[config.mk]
export PLATFORM = sky130hd
export DESIGN_NAME = bcd_sevenseg_scanner
export DESIGN_NICKNAME = d
export VERILOG_FILES = /design/src/rtl/bcd_sevenseg_scanner.sv
export SDC_FILE = /design/constraint.sdc
export NUM_CORES = 1
export LEC_CHECK = 0
export BUFFER_PORTS_ARGS = -buffer_cell sky130_fd_sc_hd__clkbuf_2
export CORE_ASPECT_RATIO = 2
export CORE_UTILIZATION = 25
export DETAILED_ROUTE_END_ITERATION = 16
export PLACE_DENSITY_LB_ADDON = 0.2
export SLEW_MARGIN = 20
export SYNTH_ARGS = -nofsm -noshare
export SYNTH_HDL_FRONTEND = slang
export SYNTH_SLANG_ARGS = --single-unit
[constraint.sdc]
create_clock -name clk -period 6.03 [get_ports clk]
set_input_delay 0.3015 -clock clk [delete_from_list [all_inputs] [get_ports clk]]
set_output_delay 0.3015 -clock clk [all_outputs]
set_load 0.02 [all_outputs]
[src/rtl/bcd_sevenseg_scanner.sv]
// Purpose: scan three latched BCD digits onto a multiplexed common-anode 7-segment display.
// Latency: new digits appear at the first frame after the boundary that follows the load.
// Backpressure: none; load is accepted every cycle and only the newest digits are kept.
module bcd_sevenseg_scanner #(
  parameter int REFRESH_DIV  = 50000,
  parameter int BLANK_CYCLES = 16,
  parameter bit SEG_ACT_LOW  = 1'b1,
  parameter bit AN_ACT_LOW   = 1'b1
) (
  input  logic       clk,
  input  logic       rst,
  input  logic [3:0] hundreds,
  input  logic [3:0] tens,
  input  logic [3:0] ones,
  input  logic       load,
  output logic [6:0] seg,
  output logic       dp,
  output logic [2:0] an,
  output logic       frame_done
);

  localparam int MAXC_A = (REFRESH_DIV > BLANK_CYCLES) ? REFRESH_DIV : BLANK_CYCLES;
  localparam int MAXC   = (MAXC_A > 2) ? MAXC_A : 2;
  localparam int CW     = $clog2(MAXC);

  localparam logic [CW-1:0] ON_LAST    = CW'(REFRESH_DIV - 1);
  localparam logic [CW-1:0] BLANK_LAST = (BLANK_CYCLES > 0) ? CW'(BLANK_CYCLES - 1) : '0;

  typedef enum logic {
    PH_BLANK = 1'b0,
    PH_ON    = 1'b1
  } phase_t;

  // With no blank gap the scanner never visits BLANK at all.
  localparam phase_t PH_RST = (BLANK_CYCLES == 0) ? PH_ON : PH_BLANK;

  phase_t        phase_q;
  logic [1:0]    idx_q;
  logic [CW-1:0] cnt_q;
  logic [11:0]   shadow_q;
  logic [11:0]   disp_q;
  logic          pending_q;

  logic          on_last;
  logic          boundary;

  assign on_last  = (phase_q == PH_ON) && (cnt_q == ON_LAST);
  assign boundary = on_last && (idx_q == 2'd2);

  // Slot sequencer: BLANK gap, then ON for one digit, then move to the next digit.
  always_ff @(posedge clk) begin
    if (rst) begin
      phase_q <= PH_RST;
      idx_q   <= 2'd0;
      cnt_q   <= '0;
    end else begin
      case (phase_q)
        PH_BLANK: begin
          if (cnt_q == BLANK_LAST) begin
            phase_q <= PH_ON;
            cnt_q   <= '0;
          end else begin
            cnt_q <= cnt_q + 1'b1;
          end
        end
        default: begin
          if (cnt_q == ON_LAST) begin
            phase_q <= PH_RST;
            cnt_q   <= '0;
            idx_q   <= (idx_q == 2'd2) ? 2'd0 : idx_q + 2'd1;
          end else begin
            cnt_q <= cnt_q + 1'b1;
          end
        end
      endcase
    end
  end

  // Digit capture: loads land in the shadow and are committed to the display only at a frame boundary.
  always_ff @(posedge clk) begin
    if (rst) begin
      shadow_q  <= '0;
      disp_q    <= '0;
      pending_q <= 1'b0;
    end else begin
      if (load) begin
        shadow_q  <= {hundreds, tens, ones};
        pending_q <= 1'b1;
      end
      if (boundary) begin
        if (load) begin
          disp_q <= {hundreds, tens, ones};
        end else if (pending_q) begin
          disp_q <= shadow_q;
        end
        pending_q <= 1'b0;
      end
    end
  end

  function automatic logic [6:0] seg_pattern(input logic [3:0] d);
    case (d)
      4'd0:    seg_pattern = 7'h3F;
      4'd1:    seg_pattern = 7'h06;
      4'd2:    seg_pattern = 7'h5B;
      4'd3:    seg_pattern = 7'h4F;
      4'd4:    seg_pattern = 7'h66;
      4'd5:    seg_pattern = 7'h6D;
      4'd6:    seg_pattern = 7'h7D;
      4'd7:    seg_pattern = 7'h07;
      4'd8:    seg_pattern = 7'h7F;
      4'd9:    seg_pattern = 7'h6F;
      default: seg_pattern = 7'h40;
    endcase
  endfunction

  logic [3:0] cur_digit;
  logic       blank_digit;
  logic [6:0] seg_act;
  logic [2:0] an_act;

  // Output decode from registered state only: pick the slot digit, apply leading-zero blanking and polarity.
  always_comb begin
    cur_digit   = disp_q[3:0];
    blank_digit = 1'b0;
    case (idx_q)
      2'd0: begin
        cur_digit   = disp_q[3:0];
        blank_digit = 1'b0;
      end
      2'd1: begin
        cur_digit   = disp_q[7:4];
        blank_digit = (disp_q[11:8] == 4'd0) && (disp_q[7:4] == 4'd0);
      end
      default: begin
        cur_digit   = disp_q[11:8];
        blank_digit = (disp_q[11:8] == 4'd0);
      end
    endcase
    seg_act    = ((phase_q == PH_ON) && !blank_digit) ? seg_pattern(cur_digit) : 7'h00;
    an_act     = (phase_q == PH_ON) ? (3'b001 << idx_q) : 3'b000;
    seg        = SEG_ACT_LOW ? ~seg_act : seg_act;
    an         = AN_ACT_LOW ? ~an_act : an_act;
    dp         = SEG_ACT_LOW;
    frame_done = boundary;
  end

endmodule

==> metrics.cfg <==
[clock_network]
clock_latency_ns=0.29
ctsHoldBuffers=0
cts_buffers=5
clock-sinks=44
cts_max_level=2
root_buffer=clkbuf_16
clk_pin_slew_worst_paths_ns=0.06
cts.path.max_buffers=2
post_cts_buffers=0
postCtsResizedCells=0
tritoncts=yes

[sta]
fin_tns_setup_ns=0
finClkSkew_ns=0.006789
timing.fmax_ghz=0.3531
slew_violations=0
slew_headroom_pct=39.13
grt_setup_unrepaired=no
min_period_over_period_pct=46.97
worst_slew_pin_slew_ns=0.9131
setup_viol=0
finalCriticalPeriod_ns=2.832
hold_viol=0

[hold_path]
min_path_cells=3
hold_path.class=in2reg
hold_end=shadow_q[7]
hp-start=tens[3]

[global_routing]
gr-total-overflow=0
antenna_found_initial=0
grt_max_degree=47
grt_usage_pct=12.21
grt_pass1_vias=1675
grt_pass1_wl_um=8114

[yosys]
synthCells=234
yosys_warnings=0
yosysSeqAreaShare_pct=39.95
syn_area_um2=2205
syn_nets=255
synth_flop_cell=dfxtp_1
ys_ff_latch=44
avgSynthCellArea_um2=9.421
async_reset_ff_share_pct=0
synth_edf_count=0
yosysUniqueCellTypes=39

[floorplanning]
fp-row-count=48
die_area_um2=9221
core_um2=8588
die_w_um=68.40
start_util_pct=25.67
num_io_pins=27
die_y_um=134.8

[layout]
drive_gt1_share_pct=22.27
post-route-cell-area_um2=2570
final_nets=276
final_common_cell=dfxtp_1
diodes=0
layout_common_cells=dfxtp_1, clkbuf_2, mux2i_1, nor3_1, nor2_1
area_growth_pct=16.57

[pwr]
peakVddDrop_v=0.0001068
leakagePower_nw=0.9731
p_sw_w=0.0001307
internal_power_w=0.0005023
switching_share_pct=20.64
power_frac_comb_pct=3.8
p_clk_share_pct=48.7
pwr_density_cell_nw_per_um2=246.3
power_frac_seq_pct=47.5

[critical_path]
rrSetupSlack_ns=3.65
crit_path_end_kind=output pin
cp_max_fo=11
setup.worst_path.class=reg2out
r2r_start=cnt_q[0]
crit_path_start_kind=register
arrival_ns=2.53
rr_worst_depth=5
required_ns=5.73
rr_endpoint=disp_q[10]

[detailed_routing]
drt_pass1_iterations=3
vias=1687
wl_per_cell_um=13.89
drtAntennaViolNets=0
drc=0
via_per_inst=4.739
initialDrtViolationCount=45
routed_wl_um=4945

[status]
status=finished, final reports clean

[place]
dp_hpwl_um=3692
placed_area_um2=2402
io_buffers=25
gp_congestion=0.7238

[job]
drv_cap=0

## final cells by class
class | instances | area, µm²
flip-flops and latches | 44 | 880.8
well taps | 100 | 125.1
inverters | 8 | 30.03
clock buffers | 5 | 125.1
clock inverters | 3 | 42.54
repair buffers | 26 | 132.6
multi-input cells | 170 | 1234
fillers | 962 | 6018
## kinds of logic after synthesis
| logic type | count (synthesis) | synth area share [%] |
|---|---|---|
| AOI/OAI and AO/OA | 23 | 6.867 |
| DFF | 44 | 39.95 |
| buffers and inverters | 20 | 4.086 |
| adders and majority gates | 6 | 3.405 |
| muxes | 35 | 16.74 |
| other | 1 | 0.1701 |
| and+or+nand+nor | 93 | 24.01 |
| xor gates and xnor gates | 12 | 4.767 |
## power by group through the flow
stage                logic, W  clock network, W  registers, W
finish              0.0000241          0.000308      0.000301
global route        0.0000279          0.000330      0.000301
CTS                 0.0000251          0.000319      0.000301
detailed placement  0.0000250                 0      0.000307
global placement    0.0000247                 0      0.000307
floorplan           0.0000181                 0      0.000306
## cells in the mapped netlist (8+ instances only)
cell type	count	area share, %
nor3_1	20	4.5
nor2_1	17	2.9
xnor2_1	11	4.4
nor2b_1	13	3.7
inv_1	8	1.4
mux2_2	15	7.7
mux2i_1	20	9.1
dfxtp_1	44	40
nand3_1	8	1.8
## metal layers
layer	global-route usage, %	up-vias	part of all wire [%]
met5	0	-	0
met4	7.060	0	2.6
met3	2.111	6	1.8
met2	23.26	16	60
met1	11.20	797	36
li1	-	868	-
## critical path: stages, from the launching register on
cell and delay, ns:
dfxtp_1 0.56, mux2_2 0.38, mux2i_1 0.33, ha_1 0.21, inv_1 0.04, or3_1 0.36
a21bo_2 0.22, clkbuf_2 0.15
## sequential cells by signal (all words and copies together) (netlist names)
name       cells
phase_q        1
shadow_q      12
disp_q        12
pending_q      1
cnt_q         16
idx_q          2
## worst max path at each step
stage                        start     end  cells past startpoint
after floorplan           idx_q[0]  seg[2]                      6
after global placement    idx_q[0]  seg[4]                      7
after detailed placement  idx_q[0]  seg[4]                      7
after CTS                 idx_q[0]  seg[4]                      7
after global routing      idx_q[0]  seg[4]                      9
final                     idx_q[0]  seg[4]                      7
## metrics by stage
stage	setup WS [ns]	hold WS [ns]	util, %	instances	total power (W)
finish	3.198	0.2862	29.92	356	0.0006330
global route	3.039	0.3116	29.92	356	0.0006586
CTS	3.160	0.2834	29.92	356	0.0006441
detailed placement	3.475	0.4857	27.97	348	0.0003321
global placement	3.507	0.4748	27.97	348	0.0003316
floorplan	3.511	0.4563	-	234	0.0003245
Note: power is estimated with default switching activity, not from simulation.
